[config.mk]
export PLATFORM = sky130hd
export DESIGN_NAME = pipe_stage_reg
export DESIGN_NICKNAME = d
export VERILOG_FILES = /design/src/rtl/pipe_stage_reg.sv
export SDC_FILE = /design/constraint.sdc
export NUM_CORES = 1
export LEC_CHECK = 0
export BUFFER_PORTS_ARGS = -buffer_cell sky130_fd_sc_hd__buf_2
export CAP_MARGIN = 25
export CORE_UTILIZATION = 38
export CTS_BUF_LIST = sky130_fd_sc_hd__clkbuf_8
export CTS_CLUSTER_SIZE = 14
export DETAILED_ROUTE_END_ITERATION = 6
export HOLD_SLACK_MARGIN = 0.12
export PLACE_DENSITY = 0.59
export SLEW_MARGIN = 20
export SYNTH_ARGS = -nofsm -noshare
export SYNTH_HDL_FRONTEND = slang
export SYNTH_SLANG_ARGS = --single-unit
[constraint.sdc]
create_clock -name clk -period 8.7 [get_ports clk]
set_input_delay 0.87 -clock clk [delete_from_list [all_inputs] [get_ports clk]]
set_output_delay 0.87 -clock clk [all_outputs]
set_load 0.02 [all_outputs]
[src/rtl/pipe_stage_reg.sv]
// pipe_stage_reg: parameterised inter-stage pipeline register.
//   Carries LANES data lanes of LANE_W bits plus an AUX_W side field from one
//   stage to the next. It provides a valid/ready handshake, synchronous flush,
//   and bubble zeroing. An optional 2-entry skid buffer registers in_ready, so
//   a downstream stall never reaches upstream combinationally.
//
// Ports:
//   clk        rising-edge clock
//   rst        synchronous active-high reset (beats flush and handshakes)
//   flush      synchronous kill of all held entries
//   in_valid   upstream has data
//   in_ready   stage accepts data this cycle
//   in_data    lane i at bits [i*LANE_W +: LANE_W]
//   in_aux     side field
//   out_valid  output entry valid
//   out_ready  downstream consumes
//   out_data   registered lanes
//   out_aux    registered side field
//   occupancy  entries held (0..2; max 1 when SKID=0)

// One lane's storage: the output register plus the skid register behind it.
// PASS lanes keep tracking the input while the stage is killed. This lets a
// value such as pcplus stay live across a reset or flush.
module pipe_stage_lane #(
  parameter int W           = 32,
  parameter bit PASS        = 1'b0,
  parameter bit ZERO_BUBBLE = 1'b1
) (
  input  logic         clk,
  input  logic         kill,
  input  logic         loadOut,
  input  logic         loadSkid,
  input  logic         selSkid,
  input  logic         outValid,
  input  logic [W-1:0] inD,
  output logic [W-1:0] outD
);
  logic [W-1:0] outQ;
  logic [W-1:0] skidQ;

  always_ff @(posedge clk) begin
    if (kill)         outQ <= PASS ? inD : '0;
    else if (loadOut) outQ <= selSkid ? skidQ : inD;
  end

  // The skid data needs no clear. A killed entry is dropped through its valid bit.
  always_ff @(posedge clk) begin
    if (loadSkid) skidQ <= inD;
  end

  // A bubble on the instr lane then reads as all-zero, which is a NOP.
  assign outD = (ZERO_BUBBLE && !PASS && !outValid) ? '0 : outQ;
endmodule

module pipe_stage_reg #(
  parameter int               LANES       = 4,
  parameter int               LANE_W      = 32,
  parameter int               AUX_W       = 2,
  parameter logic [LANES-1:0] PASS_MASK   = 4'b1000,
  parameter int               SKID        = 1,
  parameter bit               ZERO_BUBBLE = 1'b1
) (
  input  logic                    clk,
  input  logic                    rst,
  input  logic                    flush,
  input  logic                    in_valid,
  output logic                    in_ready,
  input  logic [LANES*LANE_W-1:0] in_data,
  input  logic [AUX_W-1:0]        in_aux,
  output logic                    out_valid,
  input  logic                    out_ready,
  output logic [LANES*LANE_W-1:0] out_data,
  output logic [AUX_W-1:0]        out_aux,
  output logic [1:0]              occupancy
);
  if (SKID != 0 && SKID != 1) begin : gBadSkid
    $error("pipe_stage_reg: SKID must be 0 or 1");
  end
  if (AUX_W < 1) begin : gBadAux
    $error("pipe_stage_reg: AUX_W must be >= 1");
  end

  logic outValid, skidValid, inReadyQ;
  logic outValidNxt, skidValidNxt;
  logic kill, acc, cons, loadOut, loadSkid;

  assign kill = rst | flush;
  assign in_ready = (SKID == 1) ? inReadyQ : (~outValid | out_ready);
  assign acc  = in_valid & in_ready;
  assign cons = outValid & out_ready;

  // The output register is loaded from the input when it is free or being freed.
  // It is loaded from the skid entry when that entry exists and the head is consumed.
  // In TWO, in_ready is 0, so these two cases never overlap.
  assign loadSkid = (SKID == 1) & acc & outValid & ~cons;
  assign loadOut  = (acc & (~outValid | cons)) | (cons & skidValid);

  always_comb begin
    skidValidNxt = skidValid ? ~cons : loadSkid;
    outValidNxt  = skidValid | acc | (outValid & ~cons);
  end

  always_ff @(posedge clk) begin
    if (kill) begin
      outValid  <= 1'b0;
      skidValid <= 1'b0;
      inReadyQ  <= 1'b1;
    end else begin
      outValid  <= outValidNxt;
      skidValid <= skidValidNxt;
      inReadyQ  <= ~skidValidNxt;
    end
  end

  for (genvar i = 0; i < LANES; i++) begin : gLane
    pipe_stage_lane #(
      .W(LANE_W), .PASS(PASS_MASK[i]), .ZERO_BUBBLE(ZERO_BUBBLE)
    ) uLane (
      .clk(clk), .kill(kill), .loadOut(loadOut), .loadSkid(loadSkid),
      .selSkid(skidValid), .outValid(outValid),
      .inD(in_data[i*LANE_W +: LANE_W]), .outD(out_data[i*LANE_W +: LANE_W])
    );
  end

  pipe_stage_lane #(.W(AUX_W), .PASS(1'b0), .ZERO_BUBBLE(ZERO_BUBBLE)) uAux (
    .clk(clk), .kill(kill), .loadOut(loadOut), .loadSkid(loadSkid),
    .selSkid(skidValid), .outValid(outValid), .inD(in_aux), .outD(out_aux)
  );

  assign out_valid = outValid;
  assign occupancy = {1'b0, outValid} + {1'b0, skidValid};
endmodule

; ---- Yosys cells after proc, flatten, opt, wreduce, memory -nomap -nowiden
; Cells that the tools add are included.
[op_classes]
n_addsub = 1
muxes = 12
n_bitwise = 15
reduce_logical = 1
[op_table]
columns = cell, count
row1 = 32-bit 2-to-1 mux, 9
row2 = 1-bit bitwise AND, 7
row3 = 1-bit OR, 5
row4 = 2-bit 2-to-1 mux, 2
row5 = 1-bit NOT, 3
row6 = 1-bit by 1-bit adder with 2-bit output, 1
row7 = 2-bit nonzero test, 1
row8 = 1-bit 2-to-1 mux, 1
[word_totals]
reg_bits = 263
in_bits = 135

; ---- Depth between registers and ports, before layout
[depth]
word_depth = 6
mapped_depth = 8

; ---- Modules after synthesis
; From an unflattened synthesis, not the netlist that was laid out.
[hier_totals]
hier_cells = 756
hier_area_um2 = 10613.9
[by_module_without_submodules]
columns = module, n_inst, cells_each, area_each_um2, seq_area_each_um2
row1 = pipe_stage_lane (gLane[0].uLane ...), 3, 209, 2610.0, 1601.5
row2 = pipe_stage_lane (gLane[3].uLane), 1, 102, 2478.6, 1921.8
row3 = pipe_stage_lane (uAux), 1, 12, 155.1, 100.1
row4 = pipe_stage_reg, 1, 15, 150.1, 60.1

; ---- Least setup slack after synthesis
; No wires, ideal clock.
[synth_timing]
kind = input port to flip-flop
from = in out_ready
to = reg gLane[0].uLane.skidQ[0] (enable)
t_arrival_ns = 6.820
required_time_ns = 8.076
setup_slack_ns = 1.256
stages = 4
n_path_buf = 2
path_cell_list = nand2b_1 > buf_2 > buf_2 > nor2_1
[synth_between]
elab_chain_len = 3
[synth_rtl]
columns = item, line
row1 = start: declaration, 71  ; input logic out_ready,
row2 = 1-bit bitwise AND, 90  ; assign cons = outValid & out_ready;
row3 = 1-bit NOT, 95  ; assign loadSkid = (SKID == 1) & acc & outValid & ~cons;
row4 = 1-bit bitwise AND, 95
row5 = via gLane[0].uLane.loadSkid, 32  ; input logic loadSkid,
row6 = end signal: assignment, 48  ; if (loadSkid) skidQ <= inD;
row7 = end: declaration, 39  ; logic [W-1:0] skidQ;
; The timed path passes the listed nets, and every way through them passes these cells.
; A chain may end at the register's enable or synchronous reset.

; ---- Final worst setup path
[layout_timing]
from = reg outValid, in the netlist out_valid
to = reg gLane[0].uLane.skidQ[31] (enable)
[layout_between]
elab_chain_len = 3
word_cells_on_any_way = 4
classes_between = bitwise (4)
[layout_rtl]
columns = item, line
row1 = start: declaration, 83  ; logic outValid, skidValid, inReadyQ;
row2 = start signal: assignment, 109  ; outValid <= outValidNxt;
row3 = 1-bit bitwise AND, 90
row4 = 1-bit NOT, 95
row5 = 1-bit bitwise AND (*), 95
row6 = via gLane[0].uLane.loadSkid, 32
; Mark *: on every way through the listed nets, which the timed path passes. The rest lies on a longest branch.

==> flow_summary.ini <==
[drt]
detail-route-antenna-nets = 0
vias_per_cell = 4.94
drc = 0
drt_iter0_markers = 354
wl_per_cell_um = 18.0
routed_wl_um = 25800
routed-via-count = 7112
first_pass_iters = 4

[cells_and_area]
final_nets = 1165
design_area_mm2 = 0.0130
fillers = 2522
area_delta_synth_final_pct = 23.5
layout-drive-gt1-share_pct = 36.0
layout.cells.non_filler = 1439

[critical_path]
startpoint_type = flip-flop
r2r_cells = 4
critPathKind = flip-flop to flip-flop
rr_endpoint = gLane[0].uLane.skidQ[31]
worstPathCellList = nand2b_4, buf_4, nor2_4, buf_4
timing.rr.start = out_valid
path_common_cell = buf_4
crit_end = gLane[0].uLane.skidQ[31]
critical-path-slowest-cell = dfxtp_4
required_ns = 8.86
rrSetupSlack_ns = 5.42
crit_arrival_ns = 3.44
cp_max_fo = 103
slowest_delay_ns = 0.99
critPathCaptureType = flip-flop
startpoint = out_valid

[power_and_ir_drop]
ir_worst_vdd_uv = 117
internal-power_uw = 1960
power_uw = 2600
p_comb_share_pct = 7.4
p_switching_uw = 634
powerDensity_mw_per_mm2 = 200
power_frac_seq_pct = 53.2
clockPowerShare_pct = 39.4
p_leak_uw = 0.00500
swShare_pct = 24.4

[global_routing]
grt_max_degree = 104
track_usage_pct = 17.9
grt_pass1_vias = 7032
grt-ovfl-total = 0
grt_pass1_wl_um = 39900
antenna_found_initial = 3

[yosys]
yosysMostFrequentCell = edfxtp_1
yosysSeqAreaShare_pct = 65.4
synth_area_leader_cell = edfxtp_1
synth_cells = 772
yosysTopAreaCellShare_pct = 46.2
synth.cell_area_mm2 = 0.0105
dominantRegCellSynth = edfxtp_1
synth_fp_nets = 908
synth.distinct_cells = 24
ys_ff_latch = 263
yosysWarningCount = 0
synth_edf_count = 162
netlist_top_cells_count = edfxtp_1 (162), dfxtp_1 (101), and2_1 (99)
async_reset_ff_share_pct = 0
syn_avg_cell_area_um2 = 13.6
synth_area_leaders = edfxtp_1 (46%), dfxtp_1 (19%), mux2i_1 (9.3%)

[sta]
final_hold_viol_count = 0
rsz0062_at_grt = false
max_slew_margin_pct = 34.5
worst_pin_slew_ns = 0.983
min_period_ns = 3.28
fin_crit_sh_pct = 37.6
fin_skew_ns = 0.0238
setup-violations-final = 0
max_freq_mhz = 305
tns_ns = 0
slew_violations = 0

[floorplanning]
start_util_pct = 38.9
die_x_um = 169
std_cell_rows = 60
coreArea_mm2 = 0.0271
io_pins = 269
dieArea_mm2 = 0.0284
die_h_um = 169

[worst_hold_path]
min_path_type = input port to flip-flop

[clock_network]
cts-root-buf = clkbuf_8
postCtsSetupBuffers = 0
numCtsBuffers = 45
cts.sinks = 263
holdBufCountCts = 0
htreeDepth = 2
clockBufferDepth = 3
path_clk_slew_ns = 0.06
cts_resized = 0
clkLatencyLatePin_ns = 0.55
cts_tree = built

[place]
gp_congestion = 0.724
dp_hpwl_um = 15600
port_buffers = 268
dp_cells = 1354
placed_area_mm2 = 0.0122

[run]
drv_cap = 0

[outcome]
outcome = finished, final reports clean
-- placed cells by master, fill, tap and decap left out --
cell type / instances
nor2_1: 1
nand3_1: 1
inv_6: 1
nand2_1: 1
edfxtp_1: 162
inv_8: 1
ha_1: 1
a211oi_2: 10
a31oi_1: 1
o211a_1: 1
o211ai_1: 1
clkbuf_8: 46
and2_4: 1
mux2_2: 32
nand2b_4: 1
buf_16: 2
inv_1: 18
and2_1: 98
nand2b_1: 1
clkinv_2: 4
mux2i_1: 98
or2_4: 1
buf_4: 10
buf_2: 268
a22o_4: 1
diode_2: 2
dfxtp_4: 2
a21oi_1: 98
nor2_4: 1
a211oi_1: 88
nor2_2: 1
dfxtp_1: 99
bufinv_16: 1
clkinv_1: 13
-- sequential cells by signal (all words and copies together) (netlist names) --
| signal | flops |
|---|---|
| gLane.uLane.skidQ | 128 |
| gLane.uLane.outQ | 96 |
| gLane.uLane.outD | 32 |
| uAux.outQ | 2 |
| uAux.skidQ | 2 |
| in_ready | 1 |
| out_valid | 1 |
| skidValid | 1 |
-- cells by family after synthesis --
family          share of synthesized area (%)
mux                                      12.7
compound gates                           12.4
flops                                    65.4
fa+ha+maj                               0.119
simple gates                             6.25
buf+inv                                  3.12
-- critical path: cells and delay by family (launching register included) --
| family | cells | cell delay, ns |
|---|---|---|
| flip-flops | 1 | 0.99 |
| AND/OR/NAND/NOR | 2 | 0.57 |
| buffers and inverters | 2 | 1.22 |
-- how the worst min path moves through the flow --
| stage | from | to | slack [ns] | depth (start not counted) |
|---|---|---|---|---|
| 6_report | in_data[47] | gLane[1].uLane.skidQ[15] | 0.50 | 1 |
| 5_1_grt | in_data[106] | gLane[3].uLane.skidQ[10] | 0.47 | 1 |
| 4_1_cts | in_data[47] | gLane[1].uLane.skidQ[15] | 0.47 | 1 |
| 3_5_place_dp | gLane[1].uLane.outQ[15] | gLane[1].uLane.outQ[15] | 0.51 | 2 |
| 3_3_place_gp | gLane[2].uLane.outQ[1] | gLane[2].uLane.outQ[1] | 0.51 | 2 |
| 2_1_floorplan | gLane[0].uLane.outQ[29] | gLane[0].uLane.outQ[29] | 0.49 | 2 |
-- stage by stage --
| step | setup slack (ns) | hold WS (ns) | util, % |
|---|---|---|---|
| after floorplan | 1.26 | 0.490 | - |
| after global placement | 5.38 | 0.507 | 44.8 |
| after detailed placement | 5.34 | 0.513 | 45.0 |
| after CTS | 5.32 | 0.467 | 48.0 |
| after global routing | 5.16 | 0.473 | 48.0 |
| final | 5.42 | 0.500 | 48.0 |
-- power by group through the flow --
stage,Combinational (uW),Clock (uW),Sequential (uW)
finish,191,1020,1380
detailed placement,194,0,1410
CTS,194,1060,1380
global placement,189,0,1410
global route,210,1120,1390
floorplan,103,0,1420
-- final cells by class --
type	instances	area [um2]	share of cell area, %
Timing Repair Buffer	280	1470	11.3
Tap cell	372	465	3.58
Sequential cell	263	6890	53.0
Multi-Input combinational cell	438	3350	25.8
Clock buffer	46	633	4.87
Inverter	1	3.75	0.0289
Antenna cell	2	5.00	0.0385
Clock inverter	37	183	1.40
-- routing by layer --
metal	GRT usage, %	vias to the layer above	share of wire, %
met4	5.65	2	2.1
li1	-	3426	-
met5	0	-	0.054
met1	24.3	3411	45
met2	28.2	223	47
met3	4.42	50	6.1
Power figures use the tool's default switching activity.
